<file path="src/rtl/ctrl_pkg.sv">
`default_nettype none
// ============================================================================
//  Module   : ctrl_pkg
//  Purpose  : Shared opcode constants, ALU-select bit positions, sequencer
//             state encoding and opcode-classification helpers.
//  Revision : 1.0 - initial release
// ============================================================================
package ctrl_pkg;

  // Opcode values as found in ir[31:27]
  localparam logic [4:0] c_op_add  = 5'd0;
  localparam logic [4:0] c_op_sub  = 5'd1;
  localparam logic [4:0] c_op_and  = 5'd2;
  localparam logic [4:0] c_op_or   = 5'd3;
  localparam logic [4:0] c_op_shr  = 5'd4;
  localparam logic [4:0] c_op_shl  = 5'd5;
  localparam logic [4:0] c_op_ror  = 5'd6;
  localparam logic [4:0] c_op_rol  = 5'd7;
  localparam logic [4:0] c_op_not  = 5'd8;
  localparam logic [4:0] c_op_neg  = 5'd9;
  localparam logic [4:0] c_op_mul  = 5'd10;
  localparam logic [4:0] c_op_div  = 5'd11;
  localparam logic [4:0] c_op_nop  = 5'd12;
  localparam logic [4:0] c_op_halt = 5'd13;

  // Bit positions inside the one-hot ALUControl word
  localparam int c_alu_add = 0;
  localparam int c_alu_sub = 1;
  localparam int c_alu_and = 2;
  localparam int c_alu_or  = 3;
  localparam int c_alu_shr = 4;
  localparam int c_alu_shl = 5;
  localparam int c_alu_ror = 6;
  localparam int c_alu_rol = 7;
  localparam int c_alu_mul = 8;
  localparam int c_alu_div = 9;
  localparam int c_alu_neg = 10;
  localparam int c_alu_not = 11;

  typedef enum logic [3:0] {
    ST_IDLE   = 4'd0,
    ST_T0     = 4'd1,
    ST_T1     = 4'd2,
    ST_T2     = 4'd3,
    ST_T3     = 4'd4,
    ST_T4     = 4'd5,
    ST_T5     = 4'd6,
    ST_T6     = 4'd7,
    ST_HALTED = 4'd8
  } state_e;

  typedef enum logic [2:0] {
    CLS_ALU3    = 3'd0,
    CLS_UNARY   = 3'd1,
    CLS_NOP     = 3'd2,
    CLS_HALT    = 3'd3,
    CLS_ILLEGAL = 3'd4
  } op_class_e;

  // Single-bit strobes plus ALU select; register selects are carried separately
  typedef struct packed {
    logic        pcout;
    logic        pcin;
    logic        incpc;
    logic        marin;
    logic        irin;
    logic        mdrout;
    logic        mdrin;
    logic        mdrread;
    logic        yin;
    logic        zin;
    logic        zhighout;
    logic        zlowout;
    logic        hiin;
    logic        loin;
    logic [11:0] alu;
    logic        illegal;
  } strobes_t;

  function automatic op_class_e op_class(input logic [4:0] op);
    op_class_e cls;
    case (op)
      c_op_add, c_op_sub, c_op_and, c_op_or,
      c_op_shr, c_op_shl, c_op_ror, c_op_rol,
      c_op_mul, c_op_div:   cls = CLS_ALU3;
      c_op_not, c_op_neg:   cls = CLS_UNARY;
      c_op_nop:             cls = CLS_NOP;
      c_op_halt:            cls = CLS_HALT;
      default:              cls = CLS_ILLEGAL;
    endcase
    return cls;
  endfunction

  function automatic logic [11:0] alu_select(input logic [4:0] op);
    logic [11:0] sel;
    sel = '0;
    case (op)
      c_op_add: sel[c_alu_add] = 1'b1;
      c_op_sub: sel[c_alu_sub] = 1'b1;
      c_op_and: sel[c_alu_and] = 1'b1;
      c_op_or:  sel[c_alu_or]  = 1'b1;
      c_op_shr: sel[c_alu_shr] = 1'b1;
      c_op_shl: sel[c_alu_shl] = 1'b1;
      c_op_ror: sel[c_alu_ror] = 1'b1;
      c_op_rol: sel[c_alu_rol] = 1'b1;
      c_op_mul: sel[c_alu_mul] = 1'b1;
      c_op_div: sel[c_alu_div] = 1'b1;
      c_op_neg: sel[c_alu_neg] = 1'b1;
      c_op_not: sel[c_alu_not] = 1'b1;
      default:  sel = '0;
    endcase
    return sel;
  endfunction

  // MUL/DIV produce a 64-bit result that lands in HI/LO instead of Ra
  function automatic logic is_wide_result(input logic [4:0] op);
    return (op == c_op_mul) || (op == c_op_div);
  endfunction

endpackage
`default_nettype wire

</file>
<file path="src/rtl/reg_sel_decoder.sv">
`default_nettype none
// ============================================================================
//  Module   : reg_sel_decoder
//  Purpose  : 4-bit register index plus enable to a 16-bit one-hot select.
//             Output is all-zero when the enable is low.
//  Revision : 1.0 - initial release
// ============================================================================
module reg_sel_decoder (
  input  logic [3:0]  idx_i,
  input  logic        en_i,
  output logic [15:0] sel_o
);

  // One comparator per register line keeps the result one-hot by construction
  for (genvar i = 0; i < 16; i++) begin : g_sel
    assign sel_o[i] = en_i && (idx_i == 4'(i));
  end

endmodule
`default_nettype wire

</file>
<file path="src/rtl/ctrl_sequencer.sv">
`default_nettype none
// ============================================================================
//  Module   : ctrl_sequencer
//  Purpose  : Hardwired control unit for the phase-1 bus datapath. Sequences
//             fetch (T0-T2) and execute (T3-T6) and drives the register,
//             memory and ALU strobes as a decode of state plus IR fields.
//  Revision : 1.0 - initial release
// ============================================================================
module ctrl_sequencer #(
  parameter int unsigned RESET_PC_WAIT = 1
) (
  input  logic        clk,
  input  logic        clr,
  input  logic        run_en,
  input  logic [31:0] ir,
  input  logic        mem_ready,
  output logic [15:0] Rout,
  output logic [15:0] Rin,
  output logic        PCout,
  output logic        PCin,
  output logic        IncPC,
  output logic        MARin,
  output logic        IRin,
  output logic        MDRout,
  output logic        MDRin,
  output logic        MDRRead,
  output logic        Yin,
  output logic        Zin,
  output logic        Zhighout,
  output logic        Zlowout,
  output logic        HIin,
  output logic        LOin,
  output logic [11:0] ALUControl,
  output logic        run,
  output logic        illegal_op
);
  import ctrl_pkg::*;

  // Counter only ever reaches RESET_PC_WAIT-1 before saturating
  localparam int unsigned c_wait_w = (RESET_PC_WAIT < 2) ? 1 : $clog2(RESET_PC_WAIT);

  state_e                state_q, state_d;
  logic [c_wait_w-1:0]   wait_q, wait_d;
  logic                  t1_wait_q;
  logic [16:0]           ir_q;

  logic [16:0]           w_ir_hi;
  logic [4:0]            w_op;
  logic [3:0]            w_ra, w_rb, w_rc;
  op_class_e             w_class;
  logic                  w_wide;
  logic [11:0]           w_alu;
  logic                  w_wait_done;

  strobes_t              w_sb, w_sb_out;
  logic                  w_rout_en, w_rin_en;
  logic [3:0]            w_rout_idx, w_rin_idx;

  // Low IR bits carry immediates that this control unit never looks at
  logic                  w_unused_ir;
  assign w_unused_ir = ^ir[14:0];

  // The datapath IR loads at the edge ending T2, so T3 decodes it live and
  // snapshots it; T4-T6 then work from the snapshot.
  assign w_ir_hi = (state_q == ST_T3) ? ir[31:15] : ir_q;
  assign w_op    = w_ir_hi[16:12];
  assign w_ra    = w_ir_hi[11:8];
  assign w_rb    = w_ir_hi[7:4];
  assign w_rc    = w_ir_hi[3:0];

  assign w_class = op_class(w_op);
  assign w_wide  = is_wide_result(w_op);
  assign w_alu   = alu_select(w_op);

  // IDLE always lasts at least one cycle because reset itself lands there
  assign w_wait_done = (32'(wait_q) + 32'd1) >= 32'(RESET_PC_WAIT);

  // State, wait counter, T1 re-entry flag and IR snapshot
  always_ff @(posedge clk) begin
    if (clr) begin
      state_q   <= ST_IDLE;
      wait_q    <= '0;
      t1_wait_q <= 1'b0;
      ir_q      <= '0;
    end else begin
      state_q   <= state_d;
      wait_q    <= wait_d;
      t1_wait_q <= (state_q == ST_T1) && !mem_ready;
      if (state_q == ST_T3) begin
        ir_q <= ir[31:15];
      end
    end
  end

  // Next-state and Moore strobe decode
  always_comb begin
    state_d    = state_q;
    wait_d     = wait_q;
    w_sb       = '0;
    w_rout_en  = 1'b0;
    w_rout_idx = '0;
    w_rin_en   = 1'b0;
    w_rin_idx  = '0;

    case (state_q)
      ST_IDLE: begin
        if (!w_wait_done) begin
          wait_d = wait_q + c_wait_w'(1);
        end else if (run_en) begin
          state_d = ST_T0;
        end
      end

      ST_T0: begin
        if (run_en) begin
          w_sb.pcout = 1'b1;
          w_sb.marin = 1'b1;
          w_sb.incpc = 1'b1;
          w_sb.zin   = 1'b1;
          state_d    = ST_T1;
        end
      end

      ST_T1: begin
        // PC is written back only once even if memory stalls
        w_sb.mdrread = 1'b1;
        w_sb.mdrin   = 1'b1;
        if (!t1_wait_q) begin
          w_sb.zlowout = 1'b1;
          w_sb.pcin    = 1'b1;
        end
        if (mem_ready) begin
          state_d = ST_T2;
        end
      end

      ST_T2: begin
        w_sb.mdrout = 1'b1;
        w_sb.irin   = 1'b1;
        state_d     = ST_T3;
      end

      ST_T3: begin
        case (w_class)
          CLS_ALU3: begin
            w_rout_en  = 1'b1;
            w_rout_idx = w_rb;
            w_sb.yin   = 1'b1;
            state_d    = ST_T4;
          end
          CLS_UNARY: begin
            w_rout_en  = 1'b1;
            w_rout_idx = w_rb;
            w_sb.alu   = w_alu;
            w_sb.zin   = 1'b1;
            state_d    = ST_T4;
          end
          CLS_NOP:  state_d = ST_T0;
          CLS_HALT: state_d = ST_HALTED;
          default: begin
            w_sb.illegal = 1'b1;
            state_d      = ST_T0;
          end
        endcase
      end

      ST_T4: begin
        if (w_class == CLS_UNARY) begin
          w_sb.zlowout = 1'b1;
          w_rin_en     = 1'b1;
          w_rin_idx    = w_ra;
          state_d      = ST_T0;
        end else begin
          w_rout_en  = 1'b1;
          w_rout_idx = w_rc;
          w_sb.alu   = w_alu;
          w_sb.zin   = 1'b1;
          state_d    = ST_T5;
        end
      end

      ST_T5: begin
        w_sb.zlowout = 1'b1;
        if (w_wide) begin
          w_sb.loin = 1'b1;
          state_d   = ST_T6;
        end else begin
          w_rin_en  = 1'b1;
          w_rin_idx = w_ra;
          state_d   = ST_T0;
        end
      end

      ST_T6: begin
        w_sb.zhighout = 1'b1;
        w_sb.hiin     = 1'b1;
        state_d       = ST_T0;
      end

      ST_HALTED: state_d = ST_HALTED;

      default: state_d = ST_IDLE;
    endcase
  end

  // Reset blanks every output in the same cycle so an aborted step leaves no strobe
  assign w_sb_out = clr ? '0 : w_sb;

  reg_sel_decoder u_rout_dec (
    .idx_i (w_rout_idx),
    .en_i  (w_rout_en && !clr),
    .sel_o (Rout)
  );

  reg_sel_decoder u_rin_dec (
    .idx_i (w_rin_idx),
    .en_i  (w_rin_en && !clr),
    .sel_o (Rin)
  );

  assign PCout      = w_sb_out.pcout;
  assign PCin       = w_sb_out.pcin;
  assign IncPC      = w_sb_out.incpc;
  assign MARin      = w_sb_out.marin;
  assign IRin       = w_sb_out.irin;
  assign MDRout     = w_sb_out.mdrout;
  assign MDRin      = w_sb_out.mdrin;
  assign MDRRead    = w_sb_out.mdrread;
  assign Yin        = w_sb_out.yin;
  assign Zin        = w_sb_out.zin;
  assign Zhighout   = w_sb_out.zhighout;
  assign Zlowout    = w_sb_out.zlowout;
  assign HIin       = w_sb_out.hiin;
  assign LOin       = w_sb_out.loin;
  assign ALUControl = w_sb_out.alu;
  assign illegal_op = w_sb_out.illegal;
  assign run        = !clr && (state_q != ST_IDLE) && (state_q != ST_HALTED);

endmodule
`default_nettype wire
</file>
<file path="config.mk">
export PLATFORM = sky130hd
export DESIGN_NAME = ctrl_sequencer
export DESIGN_NICKNAME = d
export VERILOG_FILES = /design/src/rtl/ctrl_pkg.sv /design/src/rtl/reg_sel_decoder.sv /design/src/rtl/ctrl_sequencer.sv
export SDC_FILE = /design/constraint.sdc
export NUM_CORES = 1
export LEC_CHECK = 0
export ABC_AREA = 1
export CAP_MARGIN = 10
export CORE_ASPECT_RATIO = 0.8
export CORE_UTILIZATION = 40
export CTS_CLUSTER_DIAMETER = 30
export CTS_CLUSTER_SIZE = 28
export DETAILED_ROUTE_END_ITERATION = 10
export HOLD_SLACK_MARGIN = 0.15
export PLACE_DENSITY_LB_ADDON = 0.12
export SLEW_MARGIN = 20
export SYNTH_ARGS = -nofsm -noshare
export SYNTH_HDL_FRONTEND = slang
export SYNTH_SLANG_ARGS = --single-unit
</file>
<file path="constraint.sdc">
create_clock -name clk -period 3.4 [get_ports clk]
set_clock_uncertainty 0.2 [all_clocks]
set_input_delay 0.85 -clock clk [delete_from_list [all_inputs] [get_ports clk]]
set_output_delay 0.85 -clock clk [all_outputs]
set_load 0.02 [all_outputs]
</file>
* After elaboration in Yosys (flattened, before gate mapping)
Memory sizes are Yosys's and may differ from the RTL's. Cells that the tools add are included.
Word-level totals: bits in registers 23, memories 1, bits in read-only memories 48, input bits 36
Operators by class: multiplexer cells 55, bitwise logic cells 1, reductions and logical operators 50, $add $sub $neg 2, equal/unequal tests 57, magnitude comparators 1
Memories:
- (no name shown) | words 16, width 3, read ports 1, clocked after memory_dff 0, write ports 0, line ctrl_pkg.sv:82 | case (op)
Operators with widths (number):
- equality test 4 bit, second input constant | 17
- equality test 4 x 3 -> 1 bit, second input constant | 12
- logical AND 1 bit | 37
- one-hot mux 4 bit (9 select lines) | 1
- two-way mux 4 bit | 8
- two-way mux 1 bit | 27
- two-way mux 27 bit | 1
- equality test 4 x 2 -> 1 bit, second input constant | 6
- two-way mux 12 bit | 2
- one-hot mux 12 bit (2 select lines) | 1
- one-hot mux 4 bit (2 select lines) | 3
- equality test 5 x 3 -> 1 bit, second input constant | 4
- equality test 5 x 4 -> 1 bit, second input constant | 4
- two-way mux 17 bit | 1
- equality test 4 x 1 -> 1 bit, second input constant | 3
- logical NOT 4 bit | 3
- equality test 5 x 2 -> 1 bit, second input constant | 2
- two-way mux 3 bit | 3
- two-way mux 2 bit | 4
- != test 2 bit, second input constant | 4
- equality test 3 x 2 -> 1 bit, second input constant | 2
- one-hot mux 1 bit (3 select lines) | 2
- equality test 5 x 1 -> 1 bit, second input constant | 1
- logical NOT 5 bit | 1
- other kinds (15) | 17

* Logic depth before layout (Yosys ltp)
Gate-level depths: netlist (run 1). An unclocked memory read counts as a cell.
depth after elaboration 10, depth in mapped cells 12, depth with buffers taken out 12

* By module
A second synthesis (run 1) with hierarchy kept.
Second synthesis, totals: cell total of the unflattened synthesis 267, area, all modules 1585.3 um^2
By module, submodules not included:
- ctrl_sequencer | times used 1, sequential area each 360.3 um^2, area an instance 1332.5 um^2, cells each 203
- reg_sel_decoder | times used 2, sequential area each 0.0 um^2, area an instance 126.4 um^2, cells each 32

* Least setup slack after synthesis (run 1)
OpenSTA, ideal clock, no wires.
kind input to output, start input clr, end output MDRout, stages 3, setup slack 253 ps, data arrival time 2097 ps, data required time 2350 ps, path buffers 2, cell sequence clkbuf_1 -> nor4_1 -> buf_4
Between the ends: cells in the longest elaborated chain, start to end 1
RTL lines:
- start: declaration | line ctrl_sequencer.sv:13 | input logic clr,
- two-way mux 27 bit | line ctrl_sequencer.sv:207 | assign w_sb_out = clr ? '0 : w_sb;
- end: declaration | line ctrl_sequencer.sv:24 | output logic MDRout,
Every way passes these cells.

* Worst setup path in the final report (run 1)
start input ir[28], end output ALUControl[10]
Between the ends: cells in the longest elaborated chain, start to end 7
RTL lines:
- start: declaration | line ctrl_sequencer.sv:15 | input logic [31:0] ir,
- two-way mux 17 bit (*)
- memory read (16 x 3 bit)
- two-way mux 3 bit | line ctrl_pkg.sv:82
- equality test 3 x 1 -> 1 bit | line ctrl_sequencer.sv:144, ctrl_sequencer.sv:168
- two-way mux 12 bit (on tied branches) | line ctrl_sequencer.sv:168, ctrl_sequencer.sv:144
- one-hot mux 12 bit (2 select lines) (*) | line ctrl_sequencer.sv:105 | case (state_q)
- two-way mux 27 bit (*) | line ctrl_sequencer.sv:207
- end: declaration | line ctrl_sequencer.sv:33 | output logic [11:0] ALUControl,
Every way passes the cells marked *; elsewhere a longest branch is shown, timed or not.

==> flow_metrics.tcl, run 1 <==
set metrics [dict create \
    finish.utilization 0.732 \
    ys.flop_type "dfxtp_1" \
    setup_slack_ps 114 \
    wl_met3_um 417 \
    drtIter0Drc 90 \
    cts.sinks 18 \
    h-tree-depth 1 \
    timing.fmax_mhz 304 \
    maxSlewViolCount 0 \
    synth-edff-count 0 \
    arrival_ps 2240 \
    min_path_cells 2 \
    netlist_instances 266 \
    setup_viol 0 \
    fillerInstances 338 \
    dr.pass1.iters 4 \
    cp_max_fo 6 \
    worst_slew_pin_slew_ps 406 \
    portBuffers 80 \
    crit_type "in -> out" \
    startpoint_type "primary input" \
    critPathCaptureType "primary output" \
    slew_headroom 0.728 \
    die_w_um 72.8 \
    gp_congestion 0.825 \
    core_sq_um 3830 \
    place_ws_ps -772 \
    ys_top_cells_by_area "dfxtp_1, nor2_1, nand2_1" \
    area_delta_synth_final_pct 74.6 \
    final_antenna_net_count 0 \
    synth.avg_cell_area_sq_um 6.03 \
    synth.yosys.seq_area_share 0.225 \
    grt_antenna_before_repair 0 \
    wirelength_um 5670 \
    yosysTopAreaCell "dfxtp_1" \
    worstReg2RegEnd "state_q[2]$_SDFFE_PP0P_" \
    drive_gt1_frac 0.414 \
    cp-endpoint "ALUControl[10]" \
    whs_ps 282 \
    vias_per_cell 5.06 \
    grt_util_all_layers 0.254 \
    grt-ovfl-total 0 \
    postCtsHoldBufs 0 \
    worstReg2RegStart "state_q[3]$_SDFFE_PP0P_" \
    clk_pin_slew_ps 70 \
    cts_buffer_depth 2 \
    r2r_slack_ps 1300 \
    final_common_cell "nor2_1" \
    start_util 0.419 \
    p_leak_nw 1.37 \
    fp.dieH_um 58.6 \
    highest_layer "met4" \
    outcome "finished, final reports clean" \
    power_density_nw_per_um2 230 \
    ir_drop_uv 153 \
    place_area_sq_um 2780 \
    final_cell_mix "nor2_1, buf_4, nand2_1, buf_2, inv_1" \
    grt_max_degree 18 \
    drt-wirelength-per-cell_um 12.7 \
    cts_tree "done" \
    placed_cells 435 \
    hold_viol_final 0 \
    synth_fp_nets 302 \
    final_cells 446 \
    syn_area_sq_um 1600 \
    first_global_vias 1978 \
    final_area_sq_um 2800 \
    ff2ff_path_depth 13 \
    ys_types 36 \
    grt_pass1_wl_um 8420 \
    diodes 0 \
    async_reset_ff_frac 0 \
    hold_path_class "reg -> reg" \
    period_needed_ps 3290 \
    cts_buffers 3 \
    vias 2257 \
    cts-root-buf "clkbuf_8" \
    dieArea_sq_um 4270 \
    fin_nets 428 \
    ys_ff_latch 18 \
    yosysWarnings 0 \
    core.rowCount 20 \
    setup.worst_path.start "ir[28]" \
    drv_cap 0 \
    synth_top_cell_area_share 0.225 \
    boundaryPins 96 \
    met1_length_um 2490 \
    cp.required_ps 2350 \
    insertion_delay_ps 260 \
    drcViolationCount 0 \
    period_share 0.967 \
    wl_met2_um 2650 \
    dp_hpwl_um 3990 \
]
critical path, cell delays in order:
cell	delay (ps)
clkdlybuf4s15_1	160
nand3b_1	210
nand2_4	150
nand3_4	130
o21ai_4	260
nand4_1	180
nor2_1	140
buf_4	150
power breakdown:
part           internal (mW)  switching [mW]  leakage (nW)  total (mW)
sequential             0.220         0.00666         0.146       0.227
clock                  0.103          0.0800        0.0288       0.183
combinational          0.107           0.126          1.20       0.233
total                  0.430           0.213          1.37       0.643
area by class of cell:
cell class,count,area (sq um),share of cell area
Timing Repair Buffer,133,1020,0.364
Sequential cell,18,362,0.129
Clock buffer,4,55.1,0.0197
Tap cell,55,68.8,0.0246
Inverter,29,109,0.0389
Multi-Input combinational cell,207,1190,0.424
layer usage:
metal,track usage,up-vias
met2,0.442,112
met4,0.0644,0
met3,0.0582,16
met5,0,-
met1,0.319,1026
li1,-,1103
flip-flops by register name, indices dropped and copies added (netlist names):
signal and cells:
t1_wait_q 1, state_q 4, ir_q 13
per-stage QoR:
stage,setup TNS [ps],power (mW)
final,0,0.643
after global placement,-31890,0.443
after global routing,-471,0.679
after floorplan,0,0.342
after CTS,0,0.636
after detailed placement,-33670,0.446
worst min path at each step:
stage	from	to
2_1_floorplan	ir_q[12]$_SDFF_PP0_	ir_q[12]$_SDFF_PP0_
3_3_place_gp	ir_q[12]$_SDFF_PP0_	ir_q[12]$_SDFF_PP0_
3_5_place_dp	ir_q[12]$_SDFF_PP0_	ir_q[12]$_SDFF_PP0_
4_1_cts	ir_q[12]$_SDFF_PP0_	ir_q[12]$_SDFF_PP0_
5_1_grt	ir_q[12]$_SDFF_PP0_	ir_q[12]$_SDFF_PP0_
6_report	ir_q[12]$_SDFF_PP0_	ir_q[12]$_SDFF_PP0_
synth_stat cells, types with 3 or more instances:
cell      n
dfxtp_1  18
o21ai_2   3
or2_1     3
nand2_2   4
nand2_1  44
nand4_1   4
o21ai_0   3
buf_2     3
nor2_1   74
or2_2     7
a21oi_1   4
buf_4     5
nand3_1  21
o21a_1    5
nand3_2   6
inv_1    26
nor3_1    5
inv_2     3
nor2_2    3
what timing repair did:
action | in CTS | in global routing
resized for setup | 220 | 31
pin swaps | 14 | 13
endpoints found under the setup margin | 59 | 48
setup buffers | 4 | 3
kinds of logic (layout without fill, tap and decap cells):
kind of cell	Yosys count	in the layout	share of synthesized area
DFF	18	18	0.225
AOI/OAI and AO/OA	28	28	0.137
and+or+nand+nor	179	179	0.524
buffers and inverters	41	166	0.115
(Power assumes the default switching activity.)
==> inputs of run 2 (changes only) <==
--- a/config.mk
+++ b/config.mk
@@ -14,6 +14,7 @@
 export DETAILED_ROUTE_END_ITERATION = 10
 export HOLD_SLACK_MARGIN = 0.15
 export PLACE_DENSITY_LB_ADDON = 0.12
+export RECOVER_POWER = 25
 export SLEW_MARGIN = 20
 export SYNTH_ARGS = -nofsm -noshare
 export SYNTH_HDL_FRONTEND = slang
==> run 2 against run 1 <==
Critical path depth did not move. Die area did not move. Global-route usage did not move. Sequential power barely moved. Fmax barely moved. Sequential share of layout area rose by 0.11 points. Largest cell class unchanged. Cell area fell by 0.85%. Critical endpoint unchanged. Register-to-register slack barely moved. Final cell count did not move. Clock power barely moved. Worst setup slack got worse by 0.51 ps.
==> flow_metrics.tcl, run 2 (synthesis gave the netlist of run 1 again) <==
set metrics [dict create \
    outcome "finished, final reports clean" \
    setup_viol 0 \
    met1_length_um 2580 \
    dieArea_sq_um 4270 \
    start_util 0.419 \
    drive_gt1_frac 0.404 \
    fin_nets 428 \
    dr.pass1.iters 4 \
    drtIter0Drc 104 \
    portBuffers 80 \
    insertion_delay_ps 260 \
    first_global_vias 1978 \
    grt_pass1_wl_um 8420 \
    vias_per_cell 4.98 \
    h-tree-depth 1 \
    maxSlewViolCount 0 \
    grt_max_degree 18 \
    highest_layer "met4" \
    dp_hpwl_um 3990 \
    finalSetupTns_ps 0 \
    final_cell_mix "nor2_1, buf_4, nand2_1, buf_2, inv_1" \
    fp.dieH_um 58.6 \
    core_sq_um 3830 \
    period_share 0.967 \
    worstHoldStart "ir_q[12]$_SDFF_PP0_" \
    critPathCaptureType "primary output" \
    slew_headroom 0.727 \
    hold_path_class "reg -> reg" \
    wl_met2_um 2690 \
    timing.fmax_mhz 304 \
    core.rowCount 20 \
    min_path_cells 2 \
    worstReg2RegEnd "state_q[2]$_SDFFE_PP0P_" \
    wirelength_um 5670 \
    worst_slew_pin_slew_ps 407 \
    boundaryPins 96 \
    grt_util_all_layers 0.254 \
    ir_drop_uv 151 \
    largestRegisters "ir_q: 13 flops, state_q: 4 flops, t1_wait_q: 1 flops" \
    grt-ovfl-total 0 \
    p_leak_nw 1.34 \
    final_antenna_net_count 0 \
    cp.required_ps 2350 \
    cts_buffers 3 \
    cts-root-buf "clkbuf_8" \
    drt-wirelength-per-cell_um 12.7 \
    cts.sinks 18 \
    wl_met3_um 352 \
    power_uw 639 \
    diodes 0 \
    hold_viol_final 0 \
    drcViolationCount 0 \
    arrival_ps 2240 \
    cts_buffer_depth 2 \
    final_common_cell "nor2_1" \
    power_density_nw_per_um2 230 \
    regMostFlops "ir_q" \
    vias 2222 \
    cp_max_fo 6 \
    hold_end "ir_q[12]$_SDFF_PP0_" \
    largest_reg_flops 13 \
    gp_congestion 0.825 \
    ff2ff_path_depth 13 \
    area_delta_synth_final_pct 73.2 \
    worstReg2RegStart "state_q[3]$_SDFFE_PP0P_" \
    finish.utilization 0.725 \
    die_w_um 72.8 \
    crit_type "in -> out" \
    r2r_slack_ps 1290 \
    grt_antenna_before_repair 0 \
    cts_tree "done" \
    clk_pin_slew_ps 70 \
    drv_cap 0 \
    period_needed_ps 3290 \
    startpoint_type "primary input" \
]
run 2: cell types whose count changed in the layout (fill, tap and decap cells not counted), sizes merged:
| cell | previous run | this run |
|---|---|---|
| dlymetal6s2s | 1 | 0 |
| buf | 97 | 91 |
| clkbuf | 7 | 14 |
run 2: area by class of cell:
type                       count  area, sq um
clock buffer                   4         55.1
fill                         346         1050
inverter                      29          109
multi-input combinational    207         1180
sequential                    18          362
tap                           55         68.8
timing repair buffer         133          998
run 2: worst max-delay path by stage:
stage                       startpoint  depth (start not counted)        endpoint
2_1_floorplan                      clr                          3          MDRout
3_3_place_gp                    ir[29]                         10         Rout[0]
3_5_place_dp                    ir[29]                         10         Rout[0]
4_1_cts                            clr                          5             run
5_1_grt        state_q[1]$_SDFFE_PP0P_                         11      illegal_op
6_report                        ir[28]                          8  ALUControl[10]
run 2: through the flow:
stage,instance area [sq um],worst slack [ps],std cells,hold slack [ps]
final,2780,113,446,289
after detailed placement,2780,-772,435,268
after CTS,2720,16.3,443,278
after global placement,2780,-717,435,254
after global routing,2780,-47.2,446,316
after floorplan,1600,253,266,251
run 2: critical path, cell delays in order:
cell and delay, ps:
clkdlybuf4s15_1 160, nand3b_1 210, nand2_4 150, nand3_4 130, o21ai_4 260, nand4_1 180
nor2_1 140, buf_4 150
run 2: power by group:
group          total (mW)  internal, mW  switching (mW)
logic               0.229         0.103           0.126
registers           0.227         0.220         0.00672
clock network       0.183         0.103          0.0801
run 2: per-layer routing:
metal  vias to the layer above  GRT usage
met4                         0     0.0644
met3                        10     0.0582
met2                        95      0.442
li1                       1105          -
met5                         -          0
met1                      1012      0.319
run 2: what timing repair did:
action                                  in CTS  in global routing
resized for setup                          220                 31
endpoints found under the setup margin      59                 48
pin swaps                                   14                 13
setup buffers                                4                  3
hold buffers                                 0                  0
